--- src/rtl/mux_pipe_pkg.sv ---
// Shared constants and helpers for the multi-input pipe mux.
// Bus-slice macros live alongside the package so every file that imports it can use them.
`define MUX_PIPE_BUS_W(n, w) ((n) * (w))
`define MUX_PIPE_SLICE(idx, w) ((idx) * (w)) +: (w)

package mux_pipe_pkg;

    localparam int RR_MODE_RR    = 1;
    localparam int RR_MODE_FIXED = 0;

    function automatic int clog2(input int n);
        int r;
        r = 0;
        while ((1 << r) < n) begin
            r = r + 1;
        end
        return r;
    endfunction

endpackage

--- src/rtl/pipe_fifo.sv ---
// Per-channel circular-buffer FIFO; write visible on deq one cycle after push, no empty bypass.
// Backpressure: enq_rdy drops when count reaches DEPTH and is held low during reset.
module pipe_fifo
    import mux_pipe_pkg::*;
#(
    parameter int WIDTH = 128,
    parameter int DEPTH = 4,
    localparam int PTR_W = clog2(DEPTH),
    localparam int CNT_W = PTR_W + 1
) (
    input  logic             CLK,
    input  logic             RST,
    input  logic             enq_ena,
    input  logic [WIDTH-1:0] enq_v,
    output logic             enq_rdy,
    input  logic             deq_ena,
    output logic             deq_rdy,
    output logic [WIDTH-1:0] deq_v,
    output logic [CNT_W-1:0] count
);

    logic [WIDTH-1:0] mem [DEPTH];
    logic [PTR_W-1:0] wr_ptr;
    logic [PTR_W-1:0] rd_ptr;
    logic             push;
    logic             pop;

    assign enq_rdy = !RST && (count != CNT_W'(DEPTH));
    assign deq_rdy = (count != '0);
    assign deq_v   = mem[rd_ptr];
    assign push    = enq_ena && enq_rdy;
    assign pop     = deq_ena && deq_rdy;

    always_ff @(posedge CLK) begin
        if (RST) begin
            wr_ptr <= '0;
            rd_ptr <= '0;
            count  <= '0;
        end else begin
            if (push) wr_ptr <= wr_ptr + PTR_W'(1);
            if (pop)  rd_ptr <= rd_ptr + PTR_W'(1);
            case ({push, pop})
                2'b10:   count <= count + CNT_W'(1);
                2'b01:   count <= count - CNT_W'(1);
                default: count <= count;
            endcase
        end
    end

    always_ff @(posedge CLK) begin
        if (push) mem[wr_ptr] <= enq_v;
    end

    // Enqueueing into a full FIFO silently drops the word; flag it in simulation.
    assert property (@(posedge CLK) disable iff (RST) !(enq_ena && !enq_rdy));

endmodule

--- src/rtl/mux_pipe_arb.sv ---
// Merges NUM_IN buffered enq pipes onto one registered out pipe with a source-channel tag; 2-cycle min latency.
// Backpressure: out_enq_rdy low holds the output register; per-channel FIFOs fill and drop in_enq_rdy.
module mux_pipe_arb
    import mux_pipe_pkg::*;
#(
    parameter int NUM_IN  = 2,
    parameter int WIDTH   = 128,
    parameter int DEPTH   = 4,
    parameter int RR_MODE = RR_MODE_RR,
    parameter int CHAN_W  = clog2(NUM_IN)
) (
    input  logic                                      CLK,
    input  logic                                      RST,
    input  logic [NUM_IN-1:0]                         in_enq_ena,
    input  logic [`MUX_PIPE_BUS_W(NUM_IN, WIDTH)-1:0] in_enq_v,
    output logic [NUM_IN-1:0]                         in_enq_rdy,
    output logic                                      out_enq_ena,
    output logic [WIDTH-1:0]                          out_enq_v,
    output logic [CHAN_W-1:0]                         out_enq_chan,
    input  logic                                      out_enq_rdy
);

    localparam int CNT_W = clog2(DEPTH) + 1;

    logic [NUM_IN-1:0] nonempty;
    logic [NUM_IN-1:0] deq_ena;
    logic [WIDTH-1:0]  head  [NUM_IN];
    logic [CNT_W-1:0]  count [NUM_IN];

    logic              out_valid;
    logic [WIDTH-1:0]  out_data;
    logic [CHAN_W-1:0] out_chan;
    logic [CHAN_W-1:0] last_grant;
    logic [CHAN_W-1:0] grant;
    logic              take;
    logic              load;

    for (genvar i = 0; i < NUM_IN; i++) begin : g_chan
        pipe_fifo #(
            .WIDTH(WIDTH),
            .DEPTH(DEPTH)
        ) u_fifo (
            .CLK     (CLK),
            .RST     (RST),
            .enq_ena (in_enq_ena[i]),
            .enq_v   (in_enq_v[`MUX_PIPE_SLICE(i, WIDTH)]),
            .enq_rdy (in_enq_rdy[i]),
            .deq_ena (deq_ena[i]),
            .deq_rdy (nonempty[i]),
            .deq_v   (head[i]),
            .count   (count[i])
        );

        assert property (@(posedge CLK) disable iff (RST) count[i] <= CNT_W'(DEPTH));
    end

    // Scan runs highest-to-lowest so the last hit is the first candidate in priority order.
    always_comb begin
        int idx;
        grant = '0;
        idx   = 0;
        if (RR_MODE == RR_MODE_RR) begin
            for (int k = NUM_IN - 1; k >= 0; k--) begin
                idx = (int'(last_grant) + 1 + k) % NUM_IN;
                if (nonempty[CHAN_W'(idx)]) grant = CHAN_W'(idx);
            end
        end else begin
            for (int k = NUM_IN - 1; k >= 0; k--) begin
                if (nonempty[k]) grant = CHAN_W'(k);
            end
        end
    end

    assign take = out_valid && out_enq_rdy;
    assign load = !RST && (!out_valid || take) && (|nonempty);

    always_comb begin
        deq_ena = '0;
        if (load) deq_ena[grant] = 1'b1;
    end

    always_ff @(posedge CLK) begin
        if (RST) begin
            out_valid  <= 1'b0;
            out_data   <= '0;
            out_chan   <= '0;
            last_grant <= CHAN_W'(NUM_IN - 1);
        end else if (load) begin
            out_valid <= 1'b1;
            out_data  <= head[grant];
            out_chan  <= grant;
            if (RR_MODE == RR_MODE_RR) last_grant <= grant;
        end else if (take) begin
            out_valid <= 1'b0;
        end
    end

    // Held word is being discarded by reset, so never strobe it out in the reset cycle.
    assign out_enq_ena  = take && !RST;
    assign out_enq_v    = out_data;
    assign out_enq_chan = out_chan;

endmodule

--- config.mk ---
export PLATFORM = sky130hd
export DESIGN_NAME = mux_pipe_arb
export DESIGN_NICKNAME = d
export VERILOG_FILES = /design/src/rtl/mux_pipe_pkg.sv /design/src/rtl/pipe_fifo.sv /design/src/rtl/mux_pipe_arb.sv
export SDC_FILE = /design/constraint.sdc
export NUM_CORES = 1
export LEC_CHECK = 0
export CAP_MARGIN = 20
export CORE_MARGIN = 5
export CORE_UTILIZATION = 58
export CTS_CLUSTER_SIZE = 14
export DETAILED_ROUTE_END_ITERATION = 10
export PLACE_DENSITY = 0.86
export SETUP_SLACK_MARGIN = 0.15
export SLEW_MARGIN = 20
export SYNTH_ARGS = -nofsm -noshare
export SYNTH_HDL_FRONTEND = slang
export SYNTH_SLANG_ARGS = --single-unit
--- constraint.sdc ---
create_clock -name CLK -period 10.6 [get_ports CLK]
set_input_delay 2.65 -clock CLK [delete_from_list [all_inputs] [get_ports CLK]]
set_output_delay 2.65 -clock CLK [all_outputs]
set_load 0.005 [all_outputs]
---- Yosys cells after proc, flatten, opt, wreduce, memory -nomap -nowiden ----
Memory sizes are Yosys's and may differ from the RTL's. A register that Yosys moved wholly into a read port is not among the register bits.
Index checks and enable logic that the tools add are counted.
operators by class
  equal/unequal tests ..................... 6
  order comparisons ....................... 4
  add/sub/neg operators ................... 8
  reduce and logical (&&, ||, !) cells .... 20
  mux-type cells .......................... 15
operator list
  operator             number
  $pmux 3 s2           2
  $logic_and 1x1->1    11
  $mux 1               11
  $add 3x1->3 const B  2
  $lt 1x3->1 const B   2
  $ne 3x3->1 const B   2
  $reduce_bool 2->1    3
  $reduce_bool 3->1    2
  $sub 3x1->3 const B  2
  $add 2x1->2 const B  2
  $eq 2x1->1 const B   2
  $eq 2x2->1 const B   2
  $add 1x1->1 const B  2
  $logic_not 1->1      2
  $lt 1x2->1 const B   1
  $mux 2               1
  $reduce_or 2->1      1
  $demux 1 s1          1
  $ge 1x1->1 const B   1
  $logic_or 1x1->1     1
storage, ports and cells
  output and inout port bits .............. 132
  bits of input ports ..................... 261
  bits in registers ....................... 13
  RAM bits ................................ 512
  memories kept ........................... 1
  word-level logic and storage cells ...... 61
memories
  memory                words  width  read ports  clocked after Yosys merged registers in  wr ports  line             source
  g_chan[0].u_fifo.mem  4      128    1           1                                        1         pipe_fifo.sv:22  logic [WIDTH-1:0] mem [DEPTH];

---- Depth between registers and ports, before layout ----
  depth in word-level cells ............... 15
  depth in mapped cells ................... 11
  gate-level depth less buffers ........... 9

---- Modules after synthesis ----
Synthesis repeated with hierarchy kept, for this count alone.
second synthesis, totals
  cell total of the unflattened synthesis .. 1882
  area total of the unflattened synthesis .. 43559.3 µm²
by module, submodules not included
  module        cells an instance  area an instance (µm²)  instances  sequential area each (µm²)
  pipe_fifo     718                19054.5                 2          15554.9
  mux_pipe_arb  446                5450.2                  1          2622.5

---- Worst setup path after synthesis ----
No wires, ideal clock.
  path kind ............................... input to register
  start ................................... in RST
  end ..................................... mem g_chan[0].u_fifo.mem[0][0], enable pin
  library setup time ...................... 502 ps
  data required time ...................... 10098 ps
  path slack .............................. 3775 ps
  arrival time ............................ 6323 ps
  stages on the path ...................... 3
  path buffers ............................ 1
  cell sequence ........................... buf_2 nor3b_1 and2_1
on the way
  longest elaborated chain between the ends .. 5
RTL lines
  what                          line                source
  start: declaration            mux_pipe_arb.sv:13  input logic RST,
  $logic_not 1->1               pipe_fifo.sv:28     assign enq_rdy = !RST && (count != CNT_W'(DEPTH));
  $logic_and 1x1->1             pipe_fifo.sv:28
  $logic_and 1x1->1             pipe_fifo.sv:31     assign push = enq_ena && enq_rdy;
  $mux 1                        pipe_fifo.sv:51     if (push) mem[wr_ptr] <= enq_v;
  $mux 1 (not written as such)  pipe_fifo.sv:51
  end: declaration              pipe_fifo.sv:22
No other way between the ends.

---- Worst setup path in the final report ----
  start ................................... in RST
  end ..................................... out in_enq_rdy[1]
on the way
  longest elaborated chain between the ends .. 2
RTL lines
  what               line                source
  $logic_not 1->1    pipe_fifo.sv:28
  $logic_and 1x1->1  pipe_fifo.sv:28
  end: declaration   mux_pipe_arb.sv:16  output logic [NUM_IN-1:0] in_enq_rdy,
No other way between the ends.

==> summary.md <==
| Metric | Value |
|---|---|
| Fin. max-slew vios | 0 |
| Post-Syn Area | 25,900 um2 |
| Global routing's busiest layer | met2 |
| VDD IR max | 0.000202 V |
| Post-synth EDFFs | 512 |
| Clock Power Share | 29.4% |
| Dpl ws | 3300 ps |
| Syn. warnings | 0 |
| Critical Path AT | 4680 ps |
| WL per Instance | 26.4 um |
| Largest net degree at the start of global routing | 110 |
| Fmax | 136 MHz |
| Status | finished clean |
| Final hold violations | 0 |
| Nets | 1,993 |
| R2R setup slack | 6530 ps |
| Io pins | 393 |
| Root buf cell | clkbuf_16 |
| Post-route clock skew | 14.9 ps |
| Initial core utilization | 58.7% |
| Grt total ovfl | 0 |
| Initial antenna violation count | 11 |
| Leak Pwr | 0.00944 uW |
| RR Endpoint | g_chan[1].u_fifo.count[2] |
| Worst path top cell family by delay | buffers and inverters |
| Hold path startpoint | out_enq_chan |
| CP endpoint kind | output port |
| DRC viols | 0 |
| Final period util | 69.1% |
| Sw Ratio | 29.8% |
| Share of post-route cells with drive strength above 1 | 14.7% |
| Power share of the combinational group | 26.7% |
| Postcts setup bufs | 0 |
| Post-DP HPWL | 33,100 um |
| Total wire length | 62,700 um |
| Min-Delay Endpoint | out_enq_chan |
| R2R depth | 10 |
| CTS H-tree lvls | 3 |
| Total core area | 44,200 um2 |
| Flip-flop and latch count after synthesis | 653 |
| Synth area leader | edfxtp_1 |
| # hold bufs at CTS | 0 |
| Tot Pwr | 7720 uW |
| Number of global-route vias before repair | 16,399 |
| Worst EP required | 7950 ps |
| # resized after CTS | 0 |
| Tmin final | 7330 ps |
| Unrepaired setup endpoints after global routing | no |
| Vias per cell | 6.68 |
| Hold Path Depth | 2 |
| Crit-path max FO | 58 |
| Total CTS buffers | 67 |
| IO Port Bufs | 264 |
| Bufs and invs on worst path | 3 |
| RR Startpoint | g_chan[0].u_fifo.count[0] |
| Sink Count | 653 |
| Setup ws final | 3270 ps |
| Cells taking the most area after synthesis | edfxtp_1, mux4_2, dfxtp_1 |
| Worst Tran Pin Value | 1180 ps |
| PwrDens | 250 nW/um2 |
| Fin Hold WS | 497 ps |
| Clock-pin transition on the worst setup and hold timing paths | 50 ps |
| Initial DRC count | 1,507 |
| Clock latency on the worst-skew pair | 590 ps |
| Area growth syn-to-layout | 19.0% |
| Vias post-DR | 15,886 |
| Max incr delay on CP | 770 ps |
| Std-Cell Rows | 77 |
| Most used cell along the critical path | buf_4 |
| Die Ht | 222 um |
| Commonest non-fill, non-tap cell in the layout | edfxtp_1 |
| Grt met2 use | 41.2% |
| Critical path launch point type | primary input |
| Synth cell types | 39 |
| M1 GR Usage | 33.3% |
| Setup tns final | 0 ps |
| Ys async rst share | 0% |
| DR pass1 iterations | 6 |
| Critical-path cell list | buf_4 -> buf_4 -> a31oi_1 -> clkdlybuf4s50_1 |
| Sequential power share | 44.0% |
| Register area share after synthesis | 70.1% |
| Primary FF master, synth | edfxtp_1 |
| CTS tree | yes |
| Die Wd | 222 um |
| Filler cells | 2,651 |
| Headroom to the max-slew limit | 21.2% |
| Most frequent cells in the layout | edfxtp_1, clkdlybuf4s50_1, dfxtp_1 |
| First-pass GRT wire length | 96,300 um |
| Synthesized area per cell | 17.0 um2 |
| Setup violations, final | 0 |
| Crit path kind | primary input to output port |
| Max-cap violations | 0 |
| Sw Pwr | 2300 uW |
| Remaining antenna violation count | 0 |
| RD Place Congestion | 0.741 |
| Min-delay worst type | flop to flop |
| Clock Path Buffers | 3 |
| Int Pwr | 5410 uW |
| Die area | 49,100 um2 |
| Synth top area share | 59.3% |
| Post-Synthesis Cells | 1,527 |
| Met3 usage | 5.55% |
| GR Util All Layers | 25.1% |
| Net Count, Synth | 1,796 |
| Slowest CP cell | buf_4 |
[synth_stat cells (2+ instances only)]
| cell type | instances |
|---|---|
| buf_1 | 14 |
| buf_8 | 9 |
| mux4_2 | 128 |
| nand2_1 | 5 |
| inv_1 | 137 |
| fa_1 | 2 |
| nor2b_1 | 2 |
| xor2_1 | 4 |
| edfxtp_1 | 512 |
| buf_6 | 11 |
| o2111ai_1 | 128 |
| clkbuf_1 | 93 |
| buf_2 | 30 |
| a31oi_1 | 3 |
| buf_4 | 3 |
| nor2_1 | 10 |
| dfxtp_1 | 141 |
| mux2_2 | 2 |
| a21oi_1 | 6 |
| and2_1 | 4 |
| or3_1 | 4 |
| nor3b_1 | 2 |
| ha_1 | 6 |
| o311ai_1 | 93 |
| o311ai_0 | 35 |
| nand4_1 | 128 |
| nor3_2 | 2 |
| o21ai_0 | 2 |
[worst register-to-register path, delay by kind of cell (launching register included)]
| family | cells | cell delay (ps) |
|---|---|---|
| AND/OR/NAND/NOR | 4 | 1670 |
| buffers and inverters | 2 | 910 |
| adder cells (fa/ha/maj) | 2 | 650 |
| flip-flops | 1 | 470 |
| XOR/XNOR | 1 | 160 |
| AO/OA/AOI/OAI | 1 | 150 |
[power groups by stage]
stage	clock network (uW)	logic, uW	registers [uW]
floorplan	0	1280	3360
global placement	0	1990	3410
detailed placement	0	2040	3440
CTS	2310	2060	3390
global route	2420	2190	3430
finish	2270	2060	3390
[sequential cells by signal, summed over array words and instances, names as in the netlist]
signal                flops
g_chan.u_fifo.mem       512
g_chan.u_fifo.count       6
last_grant                1
out_valid                 1
out_enq_chan              1
g_chan.u_fifo.rd_ptr      2
g_chan.u_fifo.wr_ptr      2
out_enq_v               128
[layer usage]
metal	wire [um]	share of wire, %	up-vias
met4	1900	3.0	10
met1	24100	38	8112
met2	31300	50	857
met3	5300	8.5	137
li1	-	-	6770
met5	67	0.11	-
[kinds of logic after synthesis]
| group | count (synthesis) | share of synthesized area [%] |
|---|---|---|
| DFF | 653 | 70.1 |
| buffers and inverters | 299 | 5.29 |
| AOI/OAI and AO/OA | 270 | 8.96 |
| and+or+nand+nor | 162 | 3.80 |
| muxes | 131 | 11.2 |
| adders and majority gates | 8 | 0.444 |
| xor gates and xnor gates | 4 | 0.135 |
[cell type report]
type | count | area, um2 | share of cell area (%)
clock inverters | 21 | 151 | 0.490
repair buffers | 289 | 2830 | 9.17
well taps | 592 | 741 | 2.40
clock buffers | 102 | 1990 | 6.43
flip-flops and latches | 653 | 18200 | 59.0
inverters | 138 | 526 | 1.70
diodes | 7 | 17.5 | 0.0567
multi-input cells | 575 | 6420 | 20.8
[metrics by stage]
stage / utilization, % / cell area [um2] / instances
final: 69.8 / 30900 / 2377
after global routing: 69.8 / 30900 / 2376
after CTS: 69.8 / 30900 / 2370
after detailed placement: 64.9 / 28700 / 2247
after global placement: 64.9 / 28700 / 2247
after floorplan: - / 25900 / 1527
[how the worst max path moves through the flow]
stage                                      end  slack, ps  cells after the start  from
global placement                 in_enq_rdy[1]       3320                      4   RST
finish                           in_enq_rdy[1]       3270                      4   RST
global route                     in_enq_rdy[1]       3210                      4   RST
floorplan           g_chan[0].u_fifo.mem[0][0]       3770                      3   RST
CTS                              in_enq_rdy[1]       3300                      4   RST
detailed placement               in_enq_rdy[1]       3300                      4   RST
Note: power is estimated with default switching activity, not from simulation.
